==> src/rtl/alu_issue_ctrl.sv <==
// alu_issue_ctrl: issue controller in front of one lane's combinational ALU.
// Takes one instruction per valid/ready handshake, fetches 1-3 operands through
// a single register-file read port, drives the ALU, and writes the result back.
// It also keeps a sticky overflow flag and a count of retired instructions.

package warp_pkg;
    localparam int DATA_WIDTH = 32;

    typedef enum logic [2:0] {
        OP_ADD  = 3'd0,
        OP_MUL  = 3'd1,
        OP_FMA  = 3'd2,
        OP_MAX  = 3'd3,
        OP_RELU = 3'd4
    } alu_opcode_e;
endpackage

module alu_issue_ctrl #(
    parameter int DATA_WIDTH = warp_pkg::DATA_WIDTH,
    parameter int NUM_REGS   = 16,
    parameter int REG_AW     = $clog2(NUM_REGS)
) (
    input  logic                   clk,
    input  logic                   rst_n,
    // instruction handshake from the sequencer
    input  logic                   instr_valid,
    output logic                   instr_ready,
    input  warp_pkg::alu_opcode_e  instr_opcode,
    input  logic [REG_AW-1:0]      instr_rd,
    input  logic [REG_AW-1:0]      instr_rs1,
    input  logic [REG_AW-1:0]      instr_rs2,
    input  logic [REG_AW-1:0]      instr_rs3,
    // register-file read port (data returns one cycle after the strobe)
    output logic                   rf_rd_en,
    output logic [REG_AW-1:0]      rf_rd_addr,
    input  logic [DATA_WIDTH-1:0]  rf_rd_data,
    // register-file write port
    output logic                   rf_wr_en,
    output logic [REG_AW-1:0]      rf_wr_addr,
    output logic [DATA_WIDTH-1:0]  rf_wr_data,
    // ALU interface
    output warp_pkg::alu_opcode_e  alu_opcode,
    output logic [DATA_WIDTH-1:0]  alu_operand1,
    output logic [DATA_WIDTH-1:0]  alu_operand2,
    output logic [DATA_WIDTH-1:0]  alu_operand3,
    input  logic [DATA_WIDTH-1:0]  alu_result,
    input  logic                   alu_overflow,
    input  logic                   alu_ready,
    // status
    output logic                   ovf_sticky,
    input  logic                   ovf_clear,
    output logic [15:0]            retire_count
);

    typedef enum logic [2:0] {
        S_IDLE  = 3'd0,
        S_READ  = 3'd1,
        S_DRAIN = 3'd2,
        S_EXEC  = 3'd3,
        S_WB    = 3'd4
    } state_e;

    // Number of register reads an opcode needs; unknown encodings read two.
    function automatic logic [1:0] op_count(input warp_pkg::alu_opcode_e op);
        case (op)
            warp_pkg::OP_RELU: return 2'd1;
            warp_pkg::OP_FMA:  return 2'd3;
            default:           return 2'd2;
        endcase
    endfunction

    state_e                 r_state;
    state_e                 w_next_state;
    logic [1:0]             r_cnt;
    warp_pkg::alu_opcode_e  r_opcode;
    warp_pkg::alu_opcode_e  r_alu_opcode;
    logic [REG_AW-1:0]      r_rd;
    logic [REG_AW-1:0]      r_rs1;
    logic [REG_AW-1:0]      r_rs2;
    logic [REG_AW-1:0]      r_rs3;
    logic [DATA_WIDTH-1:0]  r_op1;
    logic [DATA_WIDTH-1:0]  r_op2;
    logic [DATA_WIDTH-1:0]  r_op3;
    logic [DATA_WIDTH-1:0]  r_result;
    logic                   r_ovf;
    logic                   r_ovf_sticky;
    logic [15:0]            r_retire;

    logic [1:0]             w_nops;
    logic                   w_read_done;

    assign w_nops      = op_count(r_opcode);
    assign w_read_done = (r_cnt == 2'(w_nops - 2'd1));

    assign alu_opcode   = r_alu_opcode;
    assign alu_operand1 = r_op1;
    assign alu_operand2 = r_op2;
    assign alu_operand3 = r_op3;
    assign ovf_sticky   = r_ovf_sticky;
    assign retire_count = r_retire;

    // State register.
    // NOTE: sequential state is always written with non-blocking (<=) so every
    // flop samples the pre-edge values of the others, independent of block order.
    always_ff @(posedge clk or negedge rst_n) begin
        if (!rst_n) begin
            r_state <= S_IDLE;
        end else begin
            r_state <= w_next_state;
        end
    end

    // Next-state decode and the strobes/addresses derived from the current state.
    // NOTE: every signal assigned here gets a default first, so no path leaves a
    // value unassigned and no latch is inferred.
    always_comb begin
        w_next_state = r_state;
        instr_ready  = 1'b0;
        rf_rd_en     = 1'b0;
        rf_rd_addr   = '0;
        rf_wr_en     = 1'b0;
        rf_wr_addr   = '0;
        rf_wr_data   = '0;
        case (r_state)
            S_IDLE: begin
                instr_ready = 1'b1;
                if (instr_valid) begin
                    w_next_state = S_READ;
                end
            end
            S_READ: begin
                rf_rd_en = 1'b1;
                case (r_cnt)
                    2'd0:    rf_rd_addr = r_rs1;
                    2'd1:    rf_rd_addr = r_rs2;
                    default: rf_rd_addr = r_rs3;
                endcase
                if (w_read_done) begin
                    w_next_state = S_DRAIN;
                end
            end
            S_DRAIN: begin
                w_next_state = S_EXEC;
            end
            S_EXEC: begin
                if (alu_ready) begin
                    w_next_state = S_WB;
                end
            end
            S_WB: begin
                rf_wr_en     = 1'b1;
                rf_wr_addr   = r_rd;
                rf_wr_data   = r_result;
                w_next_state = S_IDLE;
            end
            default: begin
                w_next_state = S_IDLE;
            end
        endcase
    end

    // Instruction latch, operand collection, result capture and retire counter.
    always_ff @(posedge clk or negedge rst_n) begin
        if (!rst_n) begin
            r_cnt        <= '0;
            r_opcode     <= warp_pkg::alu_opcode_e'(0);
            r_alu_opcode <= warp_pkg::alu_opcode_e'(0);
            r_rd         <= '0;
            r_rs1        <= '0;
            r_rs2        <= '0;
            r_rs3        <= '0;
            r_op1        <= '0;
            r_op2        <= '0;
            r_op3        <= '0;
            r_result     <= '0;
            r_ovf        <= 1'b0;
            r_retire     <= '0;
        end else begin
            case (r_state)
                S_IDLE: begin
                    if (instr_valid) begin
                        r_opcode <= instr_opcode;
                        r_rd     <= instr_rd;
                        r_rs1    <= instr_rs1;
                        r_rs2    <= instr_rs2;
                        r_rs3    <= instr_rs3;
                        // Slots this opcode never reads must present zero to the ALU.
                        r_op1    <= '0;
                        r_op2    <= '0;
                        r_op3    <= '0;
                        r_cnt    <= '0;
                    end
                end
                S_READ: begin
                    // Data for the read issued last cycle arrives now.
                    case (r_cnt)
                        2'd1:    r_op1 <= rf_rd_data;
                        2'd2:    r_op2 <= rf_rd_data;
                        default: ;
                    endcase
                    if (!w_read_done) begin
                        r_cnt <= r_cnt + 2'd1;
                    end
                end
                S_DRAIN: begin
                    // Final read's data lands in the last operand slot.
                    case (w_nops)
                        2'd1:    r_op1 <= rf_rd_data;
                        2'd2:    r_op2 <= rf_rd_data;
                        default: r_op3 <= rf_rd_data;
                    endcase
                    r_alu_opcode <= r_opcode;
                end
                S_EXEC: begin
                    if (alu_ready) begin
                        r_result <= alu_result;
                        r_ovf    <= alu_overflow;
                    end
                end
                S_WB: begin
                    r_retire <= r_retire + 16'd1;
                end
                default: ;
            endcase
        end
    end

    // Sticky overflow: a retiring overflow wins over a simultaneous clear.
    always_ff @(posedge clk or negedge rst_n) begin
        if (!rst_n) begin
            r_ovf_sticky <= 1'b0;
        end else if (r_state == S_WB && r_ovf) begin
            r_ovf_sticky <= 1'b1;
        end else if (ovf_clear) begin
            r_ovf_sticky <= 1'b0;
        end
    end

endmodule

==> config.mk <==
export PLATFORM = sky130hd
export DESIGN_NAME = alu_issue_ctrl
export DESIGN_NICKNAME = d
export VERILOG_FILES = /design/src/rtl/alu_issue_ctrl.sv
export SDC_FILE = /design/constraint.sdc
export NUM_CORES = 1
export LEC_CHECK = 0
export ABC_AREA = 1
export CAP_MARGIN = 10
export CORE_ASPECT_RATIO = 0.6
export CORE_MARGIN = 2
export CORE_UTILIZATION = 45
export CTS_BUF_LIST = sky130_fd_sc_hd__clkbuf_4 sky130_fd_sc_hd__clkbuf_8 sky130_fd_sc_hd__clkbuf_16
export CTS_CLUSTER_DIAMETER = 50
export DETAILED_ROUTE_END_ITERATION = 8
export GPL_ROUTABILITY_DRIVEN = 0
export PLACE_DENSITY = 0.88
export SLEW_MARGIN = 20
export SYNTH_ARGS = -nofsm -noshare
export SYNTH_HDL_FRONTEND = slang
export SYNTH_SLANG_ARGS = --single-unit
==> constraint.sdc <==
create_clock -name clk -period 3.7 [get_ports clk]
set_clock_uncertainty 0.1 [all_clocks]
set_input_delay 0.555 -clock clk [delete_from_list [all_inputs] [get_ports clk]]
set_output_delay 0.555 -clock clk [all_outputs]
set_load 0.05 [all_outputs]
Yosys cells after proc, flatten, opt, wreduce, memory -nomap -nowiden
Index checks and enable logic that the tools add are counted.
- $add $sub $neg: 3
- equality and inequality tests: 20
- mux-type cells: 26
- reduce and logical (&&, ||, !) cells: 15
- operators with widths (cell ; number):
    32-bit two-way mux ; 7
    32-bit case mux with 3 select lines ; 2
    32-bit case mux with 2 select lines ; 1
    16-bit by 1-bit adder with 16-bit output (second input constant) ; 1
    2-bit inequality test (second input constant) ; 7
    3-bit case mux with 4 select lines ; 1
    3-bit by 2-bit equality test with 1-bit output (second input constant) ; 3
    3-bit two-way mux ; 3
    3-bit AND reduction ; 3
    4-bit two-way mux ; 2
    2-bit case mux with 2 select lines ; 2
    4-bit case mux with 2 select lines ; 1
    4-bit AND reduction ; 2
    3-bit equality test (second input constant) ; 2
    2-bit nonzero test ; 3
    1-bit two-way mux ; 5
    2-bit by 1-bit equality test with 1-bit output (second input constant) ; 2
    2-bit equality test (second input constant) ; 2
    2-bit two-way mux ; 2
    2-bit by 1-bit inequality test with 1-bit output (second input constant) ; 2
    2-bit AND reduction ; 2
    3-bit by 1-bit equality test with 1-bit output (second input constant) ; 1
    3-bit zero test ; 1
    3-bit nonzero test ; 1
    6 further kinds ; 6
- register bits: 173
- output and inout bits: 159
- logic and storage cells: 79

Depth between registers and ports, before layout
- depth after elaboration: 6
- depth in mapped cells: 11
- mapped depth without buffers: 10

Worst setup path after synthesis
OpenSTA, ideal clock, no wires.
- path kind: register to output
- from: register r_cnt[0]
- to: output rf_rd_addr[0]
- data arrival time: 1.748 ns
- data required time: 3.045 ns
- path slack: 1.297 ns
- cell stages (with the launch flop): 6
- cell sequence: dfrtp_1 -> inv_1 -> ha_1 -> nor2_1 -> nand2_1 -> a31oi_1
- longest elaborated chain between the ends: 3
- ends and longest elaborated chain (item ; line ; source):
    from (decl) ; 74 ; logic [1:0] r_cnt;
    from (signal assigned) ; 202 ; r_cnt <= r_cnt + 2'd1;
    2-bit by 1-bit equality test with 1-bit output or 2-bit zero test (tied branches) ; 133 ; case (r_cnt)
    4-bit case mux with 2 select lines * ; 133 ;
    4-bit two-way mux * ; 124 ; case (r_state)
    to (decl) ; 35 ; output logic [REG_AW-1:0] rf_rd_addr,
Every way passes the cells marked *; elsewhere a longest branch is shown, timed or not.

Worst setup path after layout
- from: register r_cnt[0]
- to: output rf_rd_addr[3]
The elaborated chain is that of the path after synthesis.

==> impl_metrics.env <==
export IMPL_status="finished clean"
export IMPL_cts_tree="built"
export IMPL_power_mw=10.2
export IMPL_antenna_cells=0
export IMPL_grt_max_degree=75
export IMPL_final_antenna_net_count=0
export IMPL_max_freq_mhz=297
export IMPL_grt_pass1_vias=6881
export IMPL_chipHeight_um=105
export IMPL_post_cts_setup_buffers=0
export IMPL_r2r_start="r_state[1]"
export IMPL_fp_row_count=36
export IMPL_syn_nets=1033
export IMPL_timing_rr_end="alu_operand2[19]"
export IMPL_p_int_mw=5.11
export IMPL_power_share_switching=0.501
export IMPL_worstPathMaxFanout=5
export IMPL_cts_made_buffers=17
export IMPL_synth_main_ff_cell="dfrtp_1"
export IMPL_initial_core_util=0.467
export IMPL_path_clk_slew_ps=70
export IMPL_slowest_stage="clkdlybuf4s50_1"
export IMPL_hold_path_class="primary input to asynchronous set/reset pin"
export IMPL_ys_ff_latch=173
export IMPL_final_cells=1415
export IMPL_die_area_um2=18100
export IMPL_period_share=0.909
export IMPL_yosysWarnings=0
export IMPL_p_seq_frac=0.297
export IMPL_post_place_cells=1383
export IMPL_cts_root_buf="clkbuf_16"
export IMPL_arrival_ps=2710
export IMPL_fin_crit_ps=3360
export IMPL_drive_above_1_share=0.0531
export IMPL_cts_sinks=173
export IMPL_start_kind="register"
export IMPL_cts_max_path_buffers=2
export IMPL_worst_ep_required_time_ps=3040
export IMPL_setup_ws_ps=338
export IMPL_grt_pass1_wl_mm=35.3
export IMPL_numPortBuffers=247
export IMPL_nets=1267
export IMPL_postSynthAreaPerCell_um2=8.16
export IMPL_maxSlewViolCount=0
export IMPL_clock_latency_ps=430
export IMPL_cts_resized=0
export IMPL_critPathCaptureType="output port"
export IMPL_reg2regPathDepth=8
export IMPL_postSynthCellCount=940
export IMPL_crit_chain="inv_1 -> ha_1 -> nor2_1 -> nand2_1 -> a31oi_1 -> clkdlybuf4s50_1"
export IMPL_pwr_share_clk=0.170
export IMPL_setup_viol=0
export IMPL_die_width_um=173
export IMPL_viasPerCell=4.94
export IMPL_n_fill_cell=1295
export IMPL_drt_iter0_markers=584
export IMPL_gr_total_overflow=0
export IMPL_antenna_found_initial=0
export IMPL_drc_errors=0
export IMPL_dpl_cell_area_um2=10300
export IMPL_synth_cell_types=28
export IMPL_worst_pin_slew_ps=1040
export IMPL_wl_per_cell_um=15.6
export IMPL_switchingPower_mw=5.13
export IMPL_cp_slowest_stage_delay_ps=850
export IMPL_h_tree_depth=4
export IMPL_rsz0062_at_grt="no"
export IMPL_ff2ff_setup_slack_ps=680
export IMPL_vias=6989
export IMPL_p_comb_frac=0.533
export IMPL_relSlewSlack=0.307
export IMPL_maxCapViolations=0
export IMPL_finalHoldViolations=0
export IMPL_grtUsageTotal=0.245
export IMPL_synthArstFlopShare=1.00
export IMPL_layout_commonest_cell="nand2_1"
export IMPL_area_growth_pct=42.1
export IMPL_synth_edf_count=0
export IMPL_dp_slack_ps=443
export IMPL_num_io_pins=248
export IMPL_p_leak_nw=5.19
export IMPL_path_class="register to output port"
export IMPL_design_area_um2=10900
export IMPL_syn_cell_area_um2=7670
export IMPL_dp_hpwl_mm=15.7
export IMPL_wirelength_mm=22.1
export IMPL_vdd_drop_max_uv=549
export IMPL_drt_pass1_iter_count=5
export IMPL_layout_common_cells="nand2_1, clkdlybuf4s50_1, dfrtp_1"
export IMPL_power_density_nw_per_um2=939
export IMPL_final_setup_tns_ps=0
export IMPL_yosysSeqAreaShare=0.564
export IMPL_holdBufCountCts=0
export IMPL_coreArea_um2=16400
## synth_stat cells (all sizes together), types with 4 or more instances
| cell type | n | area share |
|---|---|---|
| inv | 132 | 0.065 |
| o21ai | 113 | 0.075 |
| nand4 | 7 | 0.0057 |
| buf | 21 | 0.015 |
| xnor2 | 4 | 0.0046 |
| clkbuf | 24 | 0.012 |
| a31oi | 4 | 0.0033 |
| nand3 | 79 | 0.052 |
| xor2 | 5 | 0.0057 |
| dfrtp | 173 | 0.56 |
| nor3 | 6 | 0.0039 |
| nor2 | 91 | 0.049 |
| nand2 | 271 | 0.13 |
| ha | 4 | 0.0065 |
## state kept, by name (all words and copies together), names as in the netlist
signal	cells
alu_opcode	3
alu_operand1	32
alu_operand2	32
alu_operand3	32
ovf_sticky	1
r_cnt	2
r_opcode	3
r_ovf	1
r_rd	4
r_result	32
r_rs1	4
r_rs2	4
r_rs3	4
r_state	3
retire_count	16
## routing by layer
layer	part of all wire	track usage
met1	0.46	0.328
met3	0.083	0.0841
met5	0	0
met2	0.45	0.384
met4	0.0092	0.0562
## worst max-delay path by stage
stage                            from          endpoint  cells past startpoint  slack, ps
final                        r_cnt[0]     rf_rd_addr[3]                      6        340
after global routing         r_cnt[0]     rf_rd_addr[2]                      6        270
after CTS                    r_cnt[0]     rf_rd_addr[3]                      6        420
after detailed placement  instr_valid  alu_operand2[16]                      8        440
after global placement    instr_valid  alu_operand2[22]                      8        490
after floorplan              r_cnt[0]     rf_rd_addr[0]                      5       1300
## metrics by stage
stage	util	hold WS (ps)
2_1_floorplan	-	159
3_3_place_gp	0.629	357
3_5_place_dp	0.629	358
4_1_cts	0.663	65.1
5_1_grt	0.663	87.4
6_report	0.663	13.8
## power groups by stage
stage	registers, mW	logic (mW)	clock network, mW
2_1_floorplan	4.50	2.16	0
3_3_place_gp	3.04	5.30	0
3_5_place_dp	3.06	5.44	0
4_1_cts	3.04	5.45	1.77
5_1_grt	3.12	5.84	1.86
6_report	3.05	5.46	1.74
## cell type report
cell class | instances | area [um2] | share of cell area
clock buffers | 18 | 439 | 0.0403
inverters | 133 | 499 | 0.0458
repair buffers | 260 | 2580 | 0.237
well taps | 228 | 285 | 0.0262
clock inverters | 14 | 124 | 0.0114
multi-input cells | 589 | 2640 | 0.242
flip-flops and latches | 173 | 4330 | 0.397
## critical path, delay by kind of cell, from the launching register on
family / cells / cell delay (ps)
flip-flops: 1 / 420
buffers and inverters: 2 / 960
AND/OR/NAND/NOR: 2 / 420
AO/OA/AOI/OAI: 1 / 210
adder cells (fa/ha/maj): 1 / 280
## logic make-up after synthesis
kind of cell               count (synthesis)  share of synthesized area
DFF                                      173                      0.564
buffers and inverters                    178                     0.0918
adders and majority gates                  4                    0.00652
xor gates and xnor gates                   9                     0.0103
AOI/OAI and AO/OA                        121                     0.0819
and+or+nand+nor                          455                      0.245
No activity file was read; power rests on OpenSTA's default activity.
